**config.mk**
```make
export PLATFORM = sky130hd
export DESIGN_NAME = plab5_mcore_net_msg_to_mem_req_q
export DESIGN_NICKNAME = d
export VERILOG_FILES = /design/src/rtl/plab5_mcore_net_msg_to_mem_req_q.sv
export SDC_FILE = /design/constraint.sdc
export NUM_CORES = 1
export LEC_CHECK = 0
export ABC_AREA = 1
export BUFFER_PORTS_ARGS = -buffer_cell sky130_fd_sc_hd__buf_4
export CAP_MARGIN = 20
export CORE_AREA = 2 2 122 124
export CTS_BUF_LIST = sky130_fd_sc_hd__clkbuf_4 sky130_fd_sc_hd__clkbuf_8
export CTS_CLUSTER_SIZE = 28
export DETAILED_ROUTE_END_ITERATION = 6
export DIE_AREA = 0 0 124 126
export PLACE_DENSITY = 0.66
export SLEW_MARGIN = 20
export SYNTH_ARGS = -nofsm -noshare
export SYNTH_HDL_FRONTEND = slang
export SYNTH_SLANG_ARGS = --single-unit
```
**constraint.sdc**
```tcl
create_clock -name clk -period 7.6 [get_ports clk]
set_input_delay 0.76 -clock clk [delete_from_list [all_inputs] [get_ports clk]]
set_output_delay 0.76 -clock clk [all_outputs]
set_load 0.02 [all_outputs]
```
**src/rtl/plab5_mcore_net_msg_to_mem_req_q.sv**
```systemverilog
// plab5_mcore_net_msg_to_mem_req_q: strips the network header, screens requester domain and queues memory requests for the bank
module plab5_mcore_net_msg_to_mem_req_q #(
    parameter int p_bank_domain       = 0,
    parameter int p_num_entries       = 2,
    parameter int p_mem_opaque_nbits  = 8,
    parameter int p_mem_addr_nbits    = 32,
    parameter int p_mem_data_nbits    = 32,
    parameter int p_net_opaque_nbits  = 4,
    parameter int p_net_srcdest_nbits = 3,
    localparam int L  = $clog2(p_mem_data_nbits / 8),
    localparam int C  = 3 + p_mem_opaque_nbits + p_mem_addr_nbits + L,
    localparam int NC = 2 * p_net_srcdest_nbits + p_net_opaque_nbits + C + 1
) (
    input  logic                          clk,
    input  logic                          reset,
    input  logic                          in_val,
    output logic                          in_rdy,
    input  logic [NC-1:0]                 in_msg_control,
    input  logic [p_mem_data_nbits-1:0]   in_msg_data,
    output logic                          out_val,
    input  logic                          out_rdy,
    output logic [C+p_mem_data_nbits-1:0] out_msg,
    output logic [p_net_srcdest_nbits-1:0] out_src,
    output logic                          out_domain,
    output logic                          drop_err,
    output logic [7:0]                    drop_count
);
    localparam int NS = p_net_srcdest_nbits;
    localparam int AW = $clog2(p_num_entries);
    localparam int OW = $clog2(p_num_entries + 1);

    logic [C+p_mem_data_nbits-1:0] msg_q [p_num_entries];
    logic [NS-1:0]                 src_q [p_num_entries];
    logic                          dom_q [p_num_entries];
    logic [AW-1:0] head, tail;
    logic [OW-1:0] cnt;
    logic in_fire, drop, enq, deq;
    logic unused_net_hdr;

    // flag=1 means domain 0, which a secure bank refuses
    assign in_fire = in_val && in_rdy;
    assign drop    = in_fire && (p_bank_domain == 1) && in_msg_control[C];
    assign enq     = in_fire && !drop;
    assign deq     = out_val && out_rdy;

    assign in_rdy     = cnt < OW'(p_num_entries);
    assign out_val    = cnt != '0;
    assign out_msg    = msg_q[head];
    assign out_src    = src_q[head];
    assign out_domain = dom_q[head];

    assign unused_net_hdr = ^{in_msg_control[NC-1 -: NS], in_msg_control[NC-2*NS-1 -: p_net_opaque_nbits]};

    always_ff @(posedge clk or negedge reset) begin
        if (!reset) begin
            head       <= '0;
            tail       <= '0;
            cnt        <= '0;
            drop_err   <= 1'b0;
            drop_count <= '0;
        end else begin
            if (enq) tail <= (tail == AW'(p_num_entries - 1)) ? '0 : tail + 1'b1;
            if (deq) head <= (head == AW'(p_num_entries - 1)) ? '0 : head + 1'b1;
            cnt        <= cnt + OW'(enq) - OW'(deq);
            drop_err   <= drop;
            if (drop && drop_count != 8'hff) drop_count <= drop_count + 8'd1;
        end
    end

    always_ff @(posedge clk) begin
        if (enq) begin
            msg_q[tail] <= {in_msg_control[C-1:0], in_msg_data};
            src_q[tail] <= in_msg_control[NC-NS-1 -: NS];
            dom_q[tail] <= ~in_msg_control[C];
        end
    end
endmodule

```
Word-level counts from Yosys, hierarchy flattened

Memories as Yosys holds them, arrays and structs flattened.
Index checks and enable logic that the tools add are counted.

Flip-flop bits (word level): 4
Bits in latches: 0
Memory bits (writable): 162
Bits in read-only memories: 0
Bits of input ports: 92
Logic and storage cells: 19
Memories: 3

$add $sub $neg: 4
Multiply operators: 0
Div/mod/pow operators: 0
Order comparisons: 1
Equality and inequality tests: 0
Shift operators: 0
Mux-type cells: 4
Bitwise logic cells: 1
Reduce and logical (&&, ||, !) cells: 3

Memory list:

| name  | words | width | rd ports | clocked after memory_dff | write ports | line | RTL |
|---|---|---|---|---|---|---|---|
| msg_q | 2     | 77    | 1        | 0                        | 1           | 32   | `logic [C+p_mem_data_nbits-1:0] msg_q [p_num_entries];` |
| src_q | 2     | 3     | 1        | 0                        | 1           | 33   | `logic [NS-1:0] src_q [p_num_entries];` |
| dom_q | 2     | 1     | 1        | 0                        | 1           | 34   | `logic dom_q [p_num_entries];` |

Operators by type and width:

| cell                                       | number |
|---|---|
| 2-to-1 mux 1 bit                           | 4 |
| adder 1 bit (second input constant)        | 2 |
| adder 2 x 1 -> 2 bit                       | 1 |
| logical AND 1 bit                          | 2 |
| < comparator 2 bit (second input constant) | 1 |
| nonzero test 2 bit                         | 1 |
| subtractor 2 x 1 -> 2 bit                  | 1 |
| inverter 1 bit                             | 1 |

Longest topological paths before layout

Gate-level depths: netlist of the first run.

Depth after elaboration: 4
Depth in mapped cells: 7

Worst setup path before layout of the first run

OpenSTA, ideal clock, no wires.

Path kind: in2reg
Start point: input port in_val
End point: memory dom_q[0], enable pin
Library setup time: 521 ps
Arrival: 4230 ps
Required time: 7079 ps
Setup slack: 2849 ps
Stages: 2
Cells stage by stage: nand2_2 > nor2_1

Longest elaborated chain between the ends: 3

RTL lines:

| what                                   | line | RTL |
|---|---|---|
| start, declared                        | 16   | `input logic in_val,` |
| logical AND 1 bit                      | 41   | `assign in_fire = in_val && in_rdy;` |
| 2-to-1 mux 1 bit                       | 71   | `if (enq) begin` |
| 2-to-1 mux 1 bit (implied by the code) | 74   | `dom_q[tail] <= ~in_msg_control[C];` |
| end, declared                          | 34   |  |

Every way passes these cells.

Final worst setup path of the first run

Start point: register head
End point: output port out_msg[21]

Longest elaborated chain between the ends: 1

RTL lines:

| what                     | line | RTL |
|---|---|---|
| start, declared          | 35   | `logic [AW-1:0] head, tail;` |
| start signal, assigned   | 63   | `if (deq) head <= (head == AW'(p_num_entries - 1)) ? '0 : head + 1'b1;` |
| memory read (2 x 77 bit) | --   |  |
| end, declared            | 22   | `output logic [C+p_mem_data_nbits-1:0] out_msg,` |

Every way passes these cells.

==> results of run 1 <==
## layer usage
layer  GRT usage (%)  part of all wire, %
met1            17.4                   40
met2            26.2                   50
met3            5.89                  8.0
met4            6.81                  2.0
met5               0                    0
## power by group through the flow
stage	sequential, W	combinational, W	clock, W
global route	0.00132	0.00131	0.000649
CTS	0.00131	0.00123	0.000618
global placement	0.00132	0.00121	0
finish	0.00130	0.00120	0.000597
floorplan	0.00130	0.000814	0
detailed placement	0.00133	0.00122	0
## final cells by class
type	count	area [um^2]	share of cell area (%)
multi-input combinational	267	1090	13.7
tap	184	230	2.89
inverter	6	35.0	0.440
sequential	166	4970	62.3
clock inverter	11	109	1.37
clock buffer	21	264	3.31
timing repair buffer	170	1280	16.0
## final timing paths
check	from	to	slack [ns]	cells after the start
setup / recovery	head	out_msg[21]	4.26	5
hold / removal	reset	cnt[0]	0.11	1
setup reg to reg	cnt[1]	msg_q[1][71]	5.10	4
hold reg to reg	cnt[0]	cnt[0]	0.59	1
max in group asynchronous	reset	head	7.38	1
min in group clk	in_msg_data[13]	msg_q[0][13]	0.50	1
## Yosys cell counts (2+ instances only)
master and n:
nand2_1 233, edfxtp_1 162, buf_6 15, nand2_2 15
buf_4 10, inv_1 5, dfrtp_1 4, xor2_1 3
nor2_1 2
## worst max-delay path, stage by stage, from the launching register on
cell     delay [ns]
dfrtp_2        0.87
buf_4          0.59
inv_12         0.25
nand2_1        0.14
nand2_1        0.07
buf_4          0.16
## cells in the final DEF (no fill, tap or decap)
cell type   synthesis  layout
inv_12              1       1
clkbuf_4            0       4
nand2_1           233     233
clkbuf_8            0      17
ha_1                1       1
nand4_1             1       1
xor2_1              3       3
conb_1              1       9
bufinv_16           0       2
dfrtp_1             4       3
edfxtp_1          162     162
clkinv_1            0       3
buf_4              10     170
or2_2               1       1
nor2_4              0       2
clkinv_2            0       3
nand3_1             1       1
dfrtp_2             0       1
inv_1               5       5
nand2_2            15      15
clkinvlp_4          0       3
o21ai_2             1       1
## flip-flops by register name (all words and copies together), names as in the netlist
register / cells
tail: 1
src_q: 6
head: 1
dom_q: 2
msg_q: 154
cnt: 2
## metrics by stage
| stage | total power (W) | std cells | hold slack (ns) |
|---|---|---|---|
| global placement | 0.00253 | 793 | 0.546 |
| floorplan | 0.00212 | 465 | 0.464 |
| global route | 0.00329 | 825 | 0.0652 |
| CTS | 0.00316 | 825 | 0.0706 |
| finish | 0.00310 | 825 | 0.106 |
| detailed placement | 0.00255 | 793 | 0.562 |
## kinds of logic after synthesis
group,Yosys count
fa+ha+maj,1
other cells,1
flops,166
simple gates,253
compound gates,1
buf+inv,32
xor+xnor,3
==> results_dict.tcl, run 1 <==
set metrics [dict create \
    status "finished, final reports clean" \
    initial_core_util_pct 44.1 \
    antenna_found_initial 0 \
    endpoint_kind "output pin" \
    synth_compound_area_share_pct 0.139 \
    grt_pass1_vias 3774 \
    worstPathMaxFanout 82 \
    maxSlewViolCount 0 \
    max_cap_violations 0 \
    cts_buffers 17 \
    io_pins 184 \
    syn_inst 457 \
    slew-limit-headroom_pct 37.9 \
    synth-edff-count 162 \
    synth_area_mm2 0.00631 \
    dp_hpwl_um 7330 \
    rsz0062_at_grt "false" \
    comb_power_share_pct 38.6 \
    ys_ff_latch 166 \
    cp.required_ns 6.84 \
    die_y_um 126 \
    avgRoutedWirePerCell_um 14.4 \
    min_period_over_period_pct 43.9 \
    synth_top_family_by_area "simple AND/OR/NAND/NOR gates" \
    core_mm2 0.0143 \
    synth_mux_area_share_pct 0 \
    fmax_ghz 0.299 \
    path_class "flip-flop to output pin" \
    switching_share_pct 37.0 \
    rows 44 \
    finalSetupViolations 0 \
    synth.area.top_cells "edfxtp_1 (77%), nand2_1 (14%), buf_6 (2.7%)" \
    synth-xor-area-share_pct 0.417 \
    synth_fa_ha_area_share_pct 0.198 \
    grt_max_degree 83 \
    final_design_area_no_fill_mm2 0.00797 \
    h-tree-depth 4 \
    dr.first_iter.drc_count 166 \
    die_w_um 124 \
    viasPerCell 4.56 \
    seq_area_frac_synth_pct 78.7 \
    gp_congestion 0.751 \
    synthArstFlopShare_pct 2.41 \
    layout-drive-gt1-share_pct 34.3 \
    wl_um 11900 \
    fin_tns_setup_ns 0 \
    p_per_area_mw_per_mm2 389 \
    ys_warn_count 0 \
    cts.sinks 166 \
    synth_top_flop_cell "edfxtp_1" \
    p_leak_nw 3.38 \
    power_frac_clock_pct 19.3 \
    synth_cell_types 17 \
    drc 0 \
    finalHoldViolCount 0 \
    cts_setup_buffers 0 \
    final_core_util_pct 55.7 \
    seqPwrFrac_pct 42.1 \
    p_int_w 0.00195 \
    yosysTopAreaCell "edfxtp_1" \
    nFillCells 1209 \
    fp.dieArea_mm2 0.0156 \
    clk_pin_slew_ns 0.08 \
    postRouteAntennaNets 0 \
    vdd_drop_max_v 0.000168 \
    start_kind "flip-flop" \
    p_sw_w 0.00115 \
    cts_tree "yes" \
    synthSimpleGateAreaFrac_pct 15.7 \
    critPathArrivalTime_ns 2.58 \
    yosysTopAreaCellShare_pct 77.1 \
    hold_path_class "primary input to async pin" \
    min_period_ns 3.34 \
    pre_cts_ws_ns 4.64 \
    routed-via-count 3761 \
    clk_latency_ns 0.43 \
    cts.repair.resized 0 \
    grt_pass1_wl_um 18100 \
    syn_to_final_growth_pct 26.3 \
    dpl_cell_area_mm2 0.00760 \
    avgSynthCellArea_um2 13.8 \
    hold_buffers 0 \
    antennaDiodeCount 0 \
    setup_ws_ns 4.26 \
    port_buffers 167 \
    cts_buffer_depth 2 \
    fin_worst_skew_ns 0.00650 \
    grt_usage_pct 15.5 \
    worst_slew_pin_slew_ns 0.929 \
    root_buffer "clkbuf_8" \
    finalNetCount 721 \
    first_pass_iters 4 \
    gr-total-overflow 0 \
]
(Power assumes the default switching activity.)
==> inputs of run 2 (changes only) <==
--- a/config.mk
+++ b/config.mk
@@ -13,7 +13,7 @@
 export CTS_CLUSTER_SIZE = 28
 export DETAILED_ROUTE_END_ITERATION = 6
 export DIE_AREA = 0 0 124 126
-export PLACE_DENSITY = 0.66
+export PLACE_DENSITY = 0.69
 export SLEW_MARGIN = 20
 export SYNTH_ARGS = -nofsm -noshare
 export SYNTH_HDL_FRONTEND = slang
==> constraint.sdc (replaced) <==
create_clock -name clk -period 2.7 [get_ports clk]
set_input_delay 0.27 -clock clk [delete_from_list [all_inputs] [get_ports clk]]
set_output_delay 0.27 -clock clk [all_outputs]
set_load 0.02 [all_outputs]
==> results_dict.tcl, run 2 (synthesis results as in run 1) <==
set metrics [dict create \
    root_buffer "clkbuf_8" \
    rr_startpoint "cnt[1]" \
    die_w_um 124 \
    max_stage_delay_ns 0.74 \
    dr.first_iter.drc_count 167 \
    clk_pin_slew_ns 0.08 \
    dpl_cell_area_mm2 0.00763 \
    start_kind "flip-flop" \
    fp.dieArea_mm2 0.0156 \
    min_period_ns 2.18 \
    setup.worst_path.start "head" \
    crit_chain "buf_4 -> nand2_1 -> nand2_1 -> buf_4" \
    finalSetupViolations 0 \
    postRouteAntennaNets 0 \
    antennaDiodeCount 0 \
    endpoint_kind "output pin" \
    layout-drive-gt1-share_pct 30.7 \
    cts_buffers 17 \
    p_per_area_mw_per_mm2 1010 \
    routed-via-count 4127 \
    final_common_cell "nand2_1" \
    multiInputGateArea_mm2 0.00109 \
    gr-total-overflow 0 \
    critPathTopFamily "flip-flops" \
    grt_usage_pct 17.1 \
    largestRegisters "msg_q (154), src_q (6)" \
    path_buf_inv 2 \
    regMostFlops "msg_q" \
    seq_area_mm2 0.00497 \
    rows 44 \
    grt_pass1_vias 4163 \
    fmax_ghz 0.458 \
    gp_congestion 0.659 \
    cts_buffer_depth 2 \
    syn_to_final_growth_pct 39.7 \
    min_period_over_period_pct 80.9 \
    maxSlewViolCount 0 \
    wl_um 13000 \
    cts_tree "yes" \
    grt_pass1_wl_um 20100 \
    largest_reg_flops 154 \
    finalHoldViolCount 0 \
    avgRoutedWirePerCell_um 14.3 \
    grt_max_degree 83 \
    fin_cells 910 \
    p_leak_nw 3.74 \
    worstPathMaxFanout 24 \
    core_mm2 0.0143 \
    antenna_found_initial 0 \
    power_w 0.00887 \
    slew-limit-headroom_pct 56.3 \
    die_y_um 126 \
    clk_latency_ns 0.45 \
    cts.sinks 166 \
    initial_core_util_pct 44.1 \
    cp.required_ns 2.43 \
    layout_common_cells "nand2_1 (233), buf_4 (174), edfxtp_1 (162)" \
    placed_cells 797 \
    h-tree-depth 4 \
    dp_hpwl_um 7430 \
    final_core_util_pct 61.6 \
    port_buffers 167 \
    fin_worst_skew_ns 0.00813 \
    status "finished, final reports clean" \
    hp-start "in_msg_control[45]" \
    drc 0 \
    vdd_drop_max_v 0.000620 \
    viasPerCell 4.54 \
    max_cap_violations 0 \
    nFillCells 1064 \
    path_class "flip-flop to output pin" \
    final_design_area_no_fill_mm2 0.00881 \
    io_pins 184 \
    finalNetCount 806 \
    critPathArrivalTime_ns 1.91 \
    worst_slew_pin_slew_ns 0.655 \
    hold_path_class "primary input to flip-flop" \
    rsz0062_at_grt "false" \
    crit_slowest_cell "dfrtp_2" \
    first_pass_iters 7 \
]
## run 2: cell types whose count changed in the layout (fill, tap and decap cells not counted), sizes merged
cell	delta
buf	+4
clkinv	+1
clkinvlp	-1
dlygate4sd3	+81
## run 2: per-stage QoR
stage               TNS, ns  hold slack, ns  setup slack, ns
finish                    0          0.0944            0.516
floorplan            -91.81         -0.0256           -0.567
global placement          0          0.0670            0.983
global route              0          0.0603            0.357
CTS                       0          0.0637            0.455
detailed placement        0          0.0704            0.962
## run 2: cell type report
class / instances / share of cell area (%)
Clock buffer: 21 / 3.00
Tap cell: 184 / 2.61
Timing Repair Buffer: 255 / 24.0
Multi-Input combinational cell: 267 / 12.4
Inverter: 6 / 0.398
Sequential cell: 166 / 56.4
Clock inverter: 11 / 1.24
## run 2: path summary, 6_finish.rpt
kind,endpoint,slack [ns],cells past startpoint
max reg2reg,msg_q[1][3],1.01,4
max in group asynchronous,head,2.42,2
min reg2reg,cnt[0],0.59,1
min in group asynchronous,head,0.17,2
min,dom_q[1],0.09,2
max,out_msg[29],0.52,4
## run 2: power by group
| part | switching, W | internal [W] |
|---|---|---|
| clock network | 0.000826 | 0.000846 |
| logic | 0.00224 | 0.00131 |
| registers | 0.000206 | 0.00344 |
## run 2: layer usage
| metal | vias to the layer above | share of wire (%) | track usage, % |
|---|---|---|---|
| li1 | 2023 | - | - |
| met1 | 1951 | 39 | 19.0 |
| met2 | 136 | 53 | 30.4 |
| met3 | 17 | 6.4 | 5.30 |
| met4 | 0 | 1.6 | 6.21 |
| met5 | - | 0 | 0 |
## run 2: repair_timing
action                     in CTS  in global routing
gates resized for setup         0                  0
setup buffers                   0                  0
hold buffers                   81                  0
setup endpoints to repair       0                  0
hold endpoints to repair      164                  0
==> inputs of run 3 (changes only) <==
--- a/config.mk
+++ b/config.mk
@@ -13,7 +13,7 @@
 export CTS_CLUSTER_SIZE = 28
 export DETAILED_ROUTE_END_ITERATION = 6
 export DIE_AREA = 0 0 124 126
-export PLACE_DENSITY = 0.69
+export PLACE_DENSITY = 0.66
 export SLEW_MARGIN = 20
 export SYNTH_ARGS = -nofsm -noshare
 export SYNTH_HDL_FRONTEND = slang
==> constraint.sdc (replaced) <==
create_clock -name clk -period 2.1 [get_ports clk]
set_input_delay 0.21 -clock clk [delete_from_list [all_inputs] [get_ports clk]]
set_output_delay 0.21 -clock clk [all_outputs]
set_load 0.02 [all_outputs]
==> results_dict.tcl, run 3 (synthesis results as in run 1) <==
set metrics [dict create \
    maxSlewViolCount 0 \
    min_period_ns 1.92 \
    rr_startpoint "cnt[1]" \
    start_kind "flip-flop" \
    reg2reg_slack_ns 0.54 \
    grt_pass1_vias 4104 \
    antennaDiodeCount 0 \
    finalSetupViolations 0 \
    dpl_cell_area_mm2 0.00767 \
    first_pass_iters 4 \
    cp.required_ns 1.89 \
    port_buffers 167 \
    gp_congestion 0.761 \
    clk_latency_ns 0.45 \
    cts_buffer_depth 2 \
    endpoint_kind "output pin" \
    avgRoutedWirePerCell_um 14.2 \
    io_pins 184 \
    postRouteAntennaNets 0 \
    min_period_over_period_pct 91.4 \
    p_per_area_mw_per_mm2 1310 \
    initial_core_util_pct 44.1 \
    rsz0062_at_grt "false" \
    largestRegisters "msg_q (154), src_q (6)" \
    viasPerCell 4.52 \
    fp.dieArea_mm2 0.0156 \
    pre_cts_ws_ns 0.514 \
    grt_usage_pct 17.1 \
    h-tree-depth 4 \
    p_leak_nw 3.77 \
    finalNetCount 808 \
    fin_worst_skew_ns 0.00846 \
    die_y_um 126 \
    final_common_cell "nand2_1" \
    wl_um 12900 \
    rr_worst_depth 4 \
    grt_max_degree 83 \
    cts.sinks 166 \
    setup_ws_ns 0.180 \
    dp_hpwl_um 7790 \
    setup.worst_path.start "head" \
    nFillCells 1132 \
    power_w 0.0116 \
    rows 44 \
    clk_pin_slew_ns 0.08 \
    gr-total-overflow 0 \
    syn_to_final_growth_pct 41.2 \
    worstPathMaxFanout 82 \
    path_class "flip-flop to output pin" \
    final_design_area_no_fill_mm2 0.00891 \
    finalHoldViolCount 0 \
    largest_reg_flops 154 \
    regMostFlops "msg_q" \
    routed-via-count 4121 \
    status "finished, final reports clean" \
    core_mm2 0.0143 \
    dr.first_iter.drc_count 303 \
    hold_path_class "primary input to flip-flop" \
    max_cap_violations 0 \
    layout-drive-gt1-share_pct 31.5 \
    critPathArrivalTime_ns 1.71 \
    r2r_end "src_q[0][1]" \
    cts_tree "yes" \
    die_w_um 124 \
    antenna_found_initial 0 \
    vdd_drop_max_v 0.000738 \
    grt_pass1_wl_um 20000 \
    layout_common_cells "nand2_1 (233), buf_4 (171), edfxtp_1 (162)" \
    drc 0 \
    endpoint "out_msg[45]" \
    fmax_ghz 0.521 \
    cts_buffers 17 \
    root_buffer "clkbuf_8" \
]
[run 3: cell count changes in the layout (fill, tap and decap cells not counted), moves of 2 or more]
cell	before	now
buf_12	0	3
buf_4	174	171
clkbuf_4	4	0
clkinv_1	4	0
clkinvlp_4	2	4
inv_6	0	7
[run 3: worst max-delay path: stages, from the launching register on]
cell and delay [ns]:
dfrtp_4 0.61, inv_16 0.29, nand2_1 0.08, nand2_1 0.10, buf_4 0.15
[run 3: worst min path at each step]
stage,cells past startpoint,slack (ns),to,startpoint
2_1_floorplan,0,-0.09,cnt[0],reset
3_3_place_gp,1,0.007,cnt[1],reset
3_5_place_dp,1,0.01,cnt[1],reset
4_1_cts,3,0.03,head,out_rdy
5_1_grt,2,0.07,cnt[0],reset
6_report,3,0.08,head,out_rdy
[run 3: timing repair]
item,4_1_cts,5_1_grt
hold buffers,82,0
resized for setup,0,2
setup endpoints to repair,0,46
buffers inserted,0,1
hold endpoints to repair,166,0
[run 3: per-layer routing]
| layer | global-route usage (%) | vias to the layer above | wire [um] | share of wire [%] |
|---|---|---|---|---|
| met4 | 6.94 | 0 | 197 | 1.5 |
| met2 | 30.5 | 118 | 6840 | 53 |
| met5 | 0 | - | 0 | 0 |
| li1 | - | 2027 | - | - |
| met3 | 4.94 | 15 | 719 | 5.6 |
| met1 | 18.8 | 1961 | 5190 | 40 |
[run 3: power by group]
group          total [W]  internal [W]  switching, W  leakage [nW]
Sequential       0.00467       0.00443      0.000245          1.54
Clock            0.00229       0.00108       0.00121         0.191
Combinational    0.00468       0.00175       0.00293          2.03
[run 3: cell type report]
cell class / instances / area (um^2) / share of cell area, %
Sequential cell: 166 / 4970 / 55.8
Inverter: 6 / 38.8 / 0.435
Multi-Input combinational cell: 267 / 1090 / 12.3
Tap cell: 184 / 230 / 2.58
Clock buffer: 17 / 234 / 2.63
Clock inverter: 15 / 165 / 1.85
Timing Repair Buffer: 257 / 2180 / 24.4
[run 3: metrics by stage]
step | setup TNS, ns | utilization [%] | cells | hold slack [ns]
floorplan | -27.01 | - | 465 | -0.0856
global placement | 0 | 53.6 | 797 | 0.00716
detailed placement | 0 | 53.6 | 797 | 0.0106
CTS | 0 | 62.1 | 911 | 0.0295
global route | 0 | 62.2 | 912 | 0.0676
finish | 0 | 62.2 | 912 | 0.0758
